**src/rtl/fifo_pkg.sv**
```systemverilog
// Shared FIFO helpers: pointer width and parameter legality checks.
package fifo_pkg;

   // Pointers carry one extra wrap bit above the storage address.
   function automatic int ptr_w(input int depth);
      return $clog2(depth) + 1;
   endfunction

   function automatic bit is_pow2(input int v);
      return (v > 0) && ((v & (v - 1)) == 0);
   endfunction

   function automatic bit fifo_params_ok(input int depth, input int ae_level, input int af_level);
      return is_pow2(depth) && (depth >= 4) && (ae_level < af_level) && (af_level <= depth);
   endfunction

endpackage

```
**src/rtl/fifo_ram.sv**
```systemverilog
// DEPTH x DATA_W storage: synchronous write port, combinational read port.
module fifo_ram #(
   parameter int DATA_W = 8,
   parameter int DEPTH  = 64,
   parameter int AW     = $clog2(DEPTH)
) (
   input  logic              clk,
   input  logic              we_i,
   input  logic [AW-1:0]     waddr_i,
   input  logic [DATA_W-1:0] wdata_i,
   input  logic [AW-1:0]     raddr_i,
   output logic [DATA_W-1:0] rdata_o
);

   logic [DATA_W-1:0] mem_q [DEPTH];

   always_ff @(posedge clk) begin
      if (we_i) mem_q[waddr_i] <= wdata_i;
   end

   assign rdata_o = mem_q[raddr_i];

endmodule

```
**src/rtl/sync_fifo_param.sv**
```systemverilog
// Single-clock FIFO with programmable almost-full/empty thresholds, over/underflow
// pulses and a selectable standard or first-word-fall-through read port.
module sync_fifo_param
   import fifo_pkg::*;
#(
   parameter int DATA_W   = 8,
   parameter int DEPTH    = 64,
   parameter int AF_LEVEL = DEPTH - 2,
   parameter int AE_LEVEL = 2,
   parameter int FWFT     = 0
) (
   input  logic                     clk,
   input  logic                     rst,
   input  logic [DATA_W-1:0]        in,
   input  logic                     wr,
   input  logic                     rd,
   output logic [DATA_W-1:0]        out,
   output logic [$clog2(DEPTH):0]   fifo_cnt,
   output logic                     empty,
   output logic                     full,
   output logic                     almost_empty,
   output logic                     almost_full,
   output logic                     overflow,
   output logic                     underflow
);

   localparam int PW = ptr_w(DEPTH);
   localparam int AW = PW - 1;
   localparam logic [PW-1:0] DEPTH_L = PW'(DEPTH);
   localparam logic [PW-1:0] AF_L    = PW'(AF_LEVEL);
   localparam logic [PW-1:0] AE_L    = PW'(AE_LEVEL);

   if (!fifo_params_ok(DEPTH, AE_LEVEL, AF_LEVEL)) begin : g_bad_params
      $error("sync_fifo_param: DEPTH must be a power of two >= 4 and AE_LEVEL < AF_LEVEL <= DEPTH");
   end

   logic [PW-1:0]     wr_ptr_q, wr_ptr_d, rd_ptr_q, rd_ptr_d, cnt_q, cnt_d;
   logic              empty_q, full_q, ae_q, af_q, ovf_q, unf_q;
   logic              wr_ok, rd_ok;
   logic [DATA_W-1:0] ram_rdata;

   // A full FIFO still takes a write when a read frees a slot in the same cycle.
   always_comb begin
      rd_ok    = rd & ~empty_q;
      wr_ok    = wr & (~full_q | rd_ok);
      wr_ptr_d = wr_ok ? wr_ptr_q + PW'(1) : wr_ptr_q;
      rd_ptr_d = rd_ok ? rd_ptr_q + PW'(1) : rd_ptr_q;
      cnt_d    = cnt_q;
      case ({wr_ok, rd_ok})
         2'b10:   cnt_d = cnt_q + PW'(1);
         2'b01:   cnt_d = cnt_q - PW'(1);
         default: cnt_d = cnt_q;
      endcase
   end

   always_ff @(posedge clk or posedge rst) begin
      if (rst) begin
         wr_ptr_q <= '0;
         rd_ptr_q <= '0;
         cnt_q    <= '0;
         empty_q  <= 1'b1;
         full_q   <= 1'b0;
         ae_q     <= 1'b1;
         af_q     <= 1'b0;
         ovf_q    <= 1'b0;
         unf_q    <= 1'b0;
      end else begin
         wr_ptr_q <= wr_ptr_d;
         rd_ptr_q <= rd_ptr_d;
         cnt_q    <= cnt_d;
         empty_q  <= (cnt_d == '0);
         full_q   <= (cnt_d == DEPTH_L);
         ae_q     <= (cnt_d <= AE_L);
         af_q     <= (cnt_d >= AF_L);
         ovf_q    <= wr & ~wr_ok;
         unf_q    <= rd & ~rd_ok;
      end
   end

   fifo_ram #(
      .DATA_W (DATA_W),
      .DEPTH  (DEPTH),
      .AW     (AW)
   ) u_ram (
      .clk     (clk),
      .we_i    (wr_ok),
      .waddr_i (wr_ptr_q[AW-1:0]),
      .wdata_i (in),
      .raddr_i (rd_ptr_q[AW-1:0]),
      .rdata_o (ram_rdata)
   );

   if (FWFT != 0) begin : g_fwft
      // Head entry falls through; forced to zero while empty so reset shows 0.
      assign out = empty_q ? '0 : ram_rdata;
   end else begin : g_std
      logic [DATA_W-1:0] out_q;
      always_ff @(posedge clk or posedge rst) begin
         if (rst)        out_q <= '0;
         else if (rd_ok) out_q <= ram_rdata;
      end
      assign out = out_q;
   end

   assign fifo_cnt     = cnt_q;
   assign empty        = empty_q;
   assign full         = full_q;
   assign almost_empty = ae_q;
   assign almost_full  = af_q;
   assign overflow     = ovf_q;
   assign underflow    = unf_q;

endmodule

```
**config.mk**
```make
export PLATFORM = sky130hd
export DESIGN_NAME = sync_fifo_param
export DESIGN_NICKNAME = d
export VERILOG_FILES = /design/src/rtl/fifo_pkg.sv /design/src/rtl/fifo_ram.sv /design/src/rtl/sync_fifo_param.sv
export SDC_FILE = /design/constraint.sdc
export NUM_CORES = 1
export LEC_CHECK = 0
export BUFFER_PORTS_ARGS = -buffer_cell sky130_fd_sc_hd__buf_2
export CORE_UTILIZATION = 50
export DETAILED_ROUTE_END_ITERATION = 12
export GPL_ROUTABILITY_DRIVEN = 1
export HOLD_SLACK_MARGIN = 0.02
export PLACE_DENSITY = 0.77
export SYNTH_ARGS = -nofsm -noshare
export SYNTH_HDL_FRONTEND = slang
export SYNTH_SLANG_ARGS = --single-unit
```
**constraint.sdc**
```tcl
create_clock -name clk -period 4.05 [get_ports clk]
set_input_delay 0.81 -clock clk [delete_from_list [all_inputs] [get_ports clk]]
set_output_delay 0.81 -clock clk [all_outputs]
set_load 0.01 [all_outputs]
```
==> results of run 1 <==
[worst max-delay path, stage by stage (launching register included)]
cell,delay (ps)
dfstp_2,530
nand2b_1,160
nand2_1,70
and2_1,170
inv_1,150
ha_1,210
xor2_1,80
ha_1,240
and4b_1,190
a2111oi_2,340
mux2i_1,280
o311ai_2,160
xor2_2,200
nor4b_1,380
[area by class of cell]
class	instances	area, um^2	share of cell area
clock buffer	66	1420	0.0586
clock inverter	30	254	0.0105
inverter	11	41.3	0.00171
multi-input combinational	476	4940	0.204
sequential	545	16200	0.670
tap	539	674	0.0279
timing repair buffer	97	661	0.0273
[per-layer routing]
metal,vias to the layer above,global-route usage,share of wire
li1,4653,-,-
met1,5693,0.304,0.39
met2,582,0.339,0.48
met3,72,0.0497,0.097
met4,0,0.0710,0.024
met5,-,0,0
[through the flow]
| stage | util | cell area (um^2) | power [uW] | instances | hold WS (ps) |
|---|---|---|---|---|---|
| after floorplan | - | 21600 | 10100 | 1095 | 509 |
| after global placement | 0.533 | 22500 | 11300 | 1668 | 473 |
| after detailed placement | 0.533 | 22500 | 11400 | 1668 | 478 |
| after CTS | 0.573 | 24200 | 16200 | 1764 | 302 |
| after global routing | 0.573 | 24200 | 16700 | 1764 | 333 |
| final | 0.573 | 24200 | 16100 | 1764 | 305 |
[logic make-up (layout without fill, tap and decap cells)]
logic type | after synthesis | count (layout)
AOI/OAI and AO/OA | 123 | 123
xor gates and xnor gates | 16 | 16
adders and majority gates | 5 | 5
buffers and inverters | 74 | 204
DFF | 545 | 545
muxes | 164 | 164
and+or+nand+nor | 168 | 168
[power breakdown]
group | switching [uW] | internal (uW)
sequential | 497 | 6510
combinational | 2450 | 1930
clock | 2000 | 2730
total | 4950 | 11200
[cells in the final DEF, fill, tap and decap left out, types with 10 or more instances in the layout]
master and n:
buf_4 64, nand3_1 18, o22ai_1 10, nor2_1 80, clkinv_2 13, dfrtp_1 28
clkbuf_16 55, a21oi_1 19, buf_2 32, a22oi_1 18, nand2_1 26, clkbuf_1 11
mux4_2 108, o21ai_0 11, edfxtp_1 512, mux2i_1 54, xnor2_1 10
[sequential cells by signal, summed over array words and instances, names as in the netlist]
| register | flops |
|---|---|
| overflow | 1 |
| out | 8 |
| underflow | 1 |
| almost_empty | 1 |
| empty | 1 |
| rd_ptr_q | 6 |
| fifo_cnt | 7 |
| almost_full | 1 |
| wr_ptr_q | 6 |
| full | 1 |
| u_ram.mem_q | 512 |
[how the worst max path moves through the flow]
stage,startpoint,end,slack [ps]
final,empty,empty,770
after floorplan,rd,almost_empty,240
after CTS,empty,empty,790
after detailed placement,rd,empty,470
after global placement,rd,empty,580
after global routing,empty,empty,520
==> qor.csv, run 1 <==
metric,value,unit
max-slew violations,0,
drt first-iter violations,1355,
CTS root buf,clkbuf_16,
post-detailed-route count of antenna-violating nets,0,
total number of vias,11000,
Lkg Pwr,0.00796,uW
Fillers,3004,
Fin Clk Skew,19.9,ps
simple-gate share of the synthesized area,0.0369,
reg2reg start,empty,
actual slew at the worst max-slew pin,1290,ps
pwr dens,666,nW/um^2
hold bufs inserted after CTS,0,
"Avg Cell Area, Syn",19.7,um^2
compound-gate portion of the synthesized area,0.0423,
maximum vdd drop,0.367,mV
ranking of synthesized cells by area,"edfxtp_1 (71%), mux4_2 (11%), dfrtp_1 (3.6%)",
Ports,33,
Buffers on Ports,32,
post-synthesis cell count,1095,
max-cap viol count,0,
status,"finished, final reports clean",
mux contribution to synthesized area,0.140,
"count leader, synth",edfxtp_1,
path depth of the worst reg2reg path,13,
Nets,1201,
CP Class,flop to flop,
post-CTS setup buffers,0,
Clock Latency Late Sink,590,ps
Synth Area in Adders,0.00290,
clk buf depth,3,
initial antenna violation count,0,
crit path DAT,3750,ps
post-route DRC violation count,0,
Clock Pin Slew Worst Setup and Hold Paths,60,ps
Starting Density,0.511,
Period minus WS final,3280,ps
Die Ht,210,um
Fin. Hold Viols,0,
CTS sink cnt,545,
main combinational cell family by area after synthesis,multiplexers,
largest net degree at the start of global routing,65,
critical path capture point type,flop,
fin crit share,0.809,
final RePlAce weighted congestion,0.842,
ys async rst share,0.0606,
setup TNS,0,ps
CTS H-tree lvls,2,
Synth area leader,edfxtp_1,
Post-Route WL,46.8,mm
GR Overflow Total,0,
via/cell ratio,6.24,
crit path max fanout,5,
hold crit path type,primary input to asynchronous set/reset pin,
GRT Util Overall,0.216,
Die ar.,44000,um^2
Max transition margin,0.137,
R2R Path End,empty,
Die Width,210,um
Synth top area share,0.713,
core area,42200,um^2
vias in the first global route,11100,
Final WS setup,773,ps
total CTS buffers,53,
sequential area share after synthesis,0.751,
antenna cells,0,
Max Clk Rate,0.305,GHz
Routed wire per std cell,26.5,um
first-pass GRT wire length,69.5,mm
"EDFF count, synth",512,
Ys Warns,0,
Post-Synth XOR/XNOR Area,0.00684,
row count,75,
fraction of layout cells with a size suffix above 1,0.248,
WP data required,4520,ps
CTS tree,done,
Synth cell types,65,
cts repair resizes,0,
Mapped Nets,1112,
crit start category,flop,
RSZ-0062 raised after global routing,false,
drt pass-1 iters,5,
"Area growth, synth to finish",12.1,%
R2R setup slack,770,ps
Place WS,467,ps
mapped cell area,21600,um^2
Detailed Place HPWL,28.1,mm
"Top FF cell, synth",edfxtp_1,
top post-synthesis cells by count,"edfxtp_1 (512), mux4_2 (108), nor2_1 (82), mux2i_1 (54), dfrtp_1 (31)",
Seq cells post-synth,545,
final setup fails,0,
Note: power is estimated with default switching activity, not from simulation.
==> run 2: changes to the inputs <==
==> constraint.sdc (replaced) <==
create_clock -name clk -period 3.15 [get_ports clk]
set_input_delay 0.63 -clock clk [delete_from_list [all_inputs] [get_ports clk]]
set_output_delay 0.63 -clock clk [all_outputs]
set_load 0.01 [all_outputs]
==> run 2 against run 1 <==
Compared with the run above:
- power is 31% higher
- maximum frequency is 11% higher
- global-route usage rose by 0.36 points
- sequential power up 28%
- final cell count up 3.2%
- combinational power rose by 34%
- worst setup slack worse by 570 ps
- clock power grew 34%
- clock skew about the same
- die area unchanged
- critical path type unchanged
- critical endpoint unchanged
- largest cell class unchanged
- highest routed layer is now met5
==> qor.csv, run 2 (synthesis gave the netlist of run 1 again) <==
metric,value,unit
status,"finished, final reports clean",
final RePlAce weighted congestion,0.864,
Lkg Pwr,0.00834,uW
most frequent cells in the layout,"edfxtp_1 (512), buf_4 (118), mux4_2 (108)",
R2R setup slack,210,ps
R2R Path End,empty,
cts repair resizes,0,
max-cap viol count,0,
post-detailed-route count of antenna-violating nets,0,
Biggest register,u_ram.mem_q,
Post-Route WL,47.2,mm
post-CTS setup buffers,0,
RSZ-0062 raised after global routing,false,
fraction of layout cells with a size suffix above 1,0.294,
CTS H-tree lvls,2,
drt pass-1 iters,5,
"most common cell after layout, fill and taps aside",edfxtp_1,
drt first-iter violations,1411,
fin area,24800,um^2
GR Overflow Total,0,
final setup fails,0,
Die Width,210,um
clk buf depth,3,
core area,42200,um^2
pwr dens,852,nW/um^2
CTS root buf,clkbuf_16,
row count,75,
Max Clk Rate,0.340,GHz
crit path DAT,3430,ps
critical path capture point type,flop,
Die ar.,44000,um^2
Starting Density,0.511,
Ports,33,
Detailed Place HPWL,29.6,mm
Fin Clk Skew,20.3,ps
Non-Filler Instances,1821,
Clock Pin Slew Worst Setup and Hold Paths,70,ps
GRT Util Overall,0.220,
Max transition margin,0.322,
fin crit share,0.934,
Buffers on Ports,32,
largest net degree at the start of global routing,60,
initial antenna violation count,2,
CP Class,flop to flop,
Routed wire per std cell,25.9,um
Nets,1257,
max-slew violations,0,
CTS tree,done,
Die Ht,210,um
antenna cells,0,
reg2reg start,empty,
"Area growth, synth to finish",15.1,%
total number of vias,11300,
Period minus WS final,2940,ps
hold crit path type,primary input to asynchronous set/reset pin,
maximum vdd drop,0.572,mV
vias in the first global route,11300,
Largest register FFs,512,
post-route DRC violation count,0,
placed cells,1726,
WP data required,3640,ps
total CTS buffers,51,
crit start category,flop,
hold bufs inserted after CTS,0,
CTS sink cnt,545,
path depth of the worst reg2reg path,12,
Clock Latency Late Sink,580,ps
Fin. Hold Viols,0,
actual slew at the worst max-slew pin,1020,ps
first-pass GRT wire length,70.8,mm
crit path max fanout,10,
via/cell ratio,6.20,
"Cell Area, Placed",23100,um^2
Fillers,2959,
==> run 2: cell types whose count changed in the layout (fill, tap and decap cells not counted), moves of 4 or more <==
cell       change
buf_4         +54
buf_12         +4
clkbuf_16      +4
clkbuf_1       -7
clkbuf_8       +8
==> run 2: stage by stage <==
stage / util / total power (uW) / hold slack (ps) / TNS, ps / setup WS, ps
finish: 0.588 / 21200 / 181 / 0 / 206
global route: 0.588 / 21900 / 251 / 0 / 24.9
CTS: 0.588 / 21200 / 180 / 0 / 178
detailed placement: 0.546 / 14900 / 527 / -176 / -83.5
global placement: 0.546 / 14800 / 526 / 0 / 31.7
floorplan: - / 13000 / 509 / -103 / -53.2
==> run 2: metal layers <==
layer / vias to the layer above / track usage / wire (um)
li1: 4771 / - / -
met1: 5845 / 0.309 / 18700
met2: 564 / 0.352 / 23000
met3: 100 / 0.0414 / 4140
met4: 4 / 0.0695 / 1320
met5: - / 0 / 27
==> run 2: power breakdown <==
part           switching [uW]  internal [uW]  total (uW)
sequential                618           8360        8980
clock                    2620           3720        6340
combinational            3220           2630        5850
total                    6460          14700       21200
==> run 2: critical path, stage by stage, from the launching register on <==
cell and delay, ps:
dfstp_2 540, nand2b_4 120, nand2_1 40, and2_1 190, inv_6 80, buf_4 110
ha_1 390, inv_1 180, a31oi_1 200, a21oi_1 100, xor2_1 180, or3_1 460
nor4b_2 280
==> run 2: layout make-up <==
class	instances	area [um^2]	share of cell area
repair buffers	155	1150	0.0461
multi-input cells	476	4990	0.201
well taps	539	674	0.0271
flip-flops and latches	545	16200	0.652
inverters	11	46.3	0.00186
clock inverters	24	175	0.00705
clock buffers	71	1600	0.0645
==> run 2: worst max-delay path by stage <==
| stage | from | to | slack [ps] | depth (start not counted) |
|---|---|---|---|---|
| final | empty | empty | 210 | 12 |
| after global routing | empty | empty | 20 | 12 |
| after detailed placement | rd | full | -80 | 14 |
| after global placement | rd | full | 30 | 14 |
| after CTS | empty | full | 180 | 13 |
| after floorplan | rd | full | -50 | 16 |
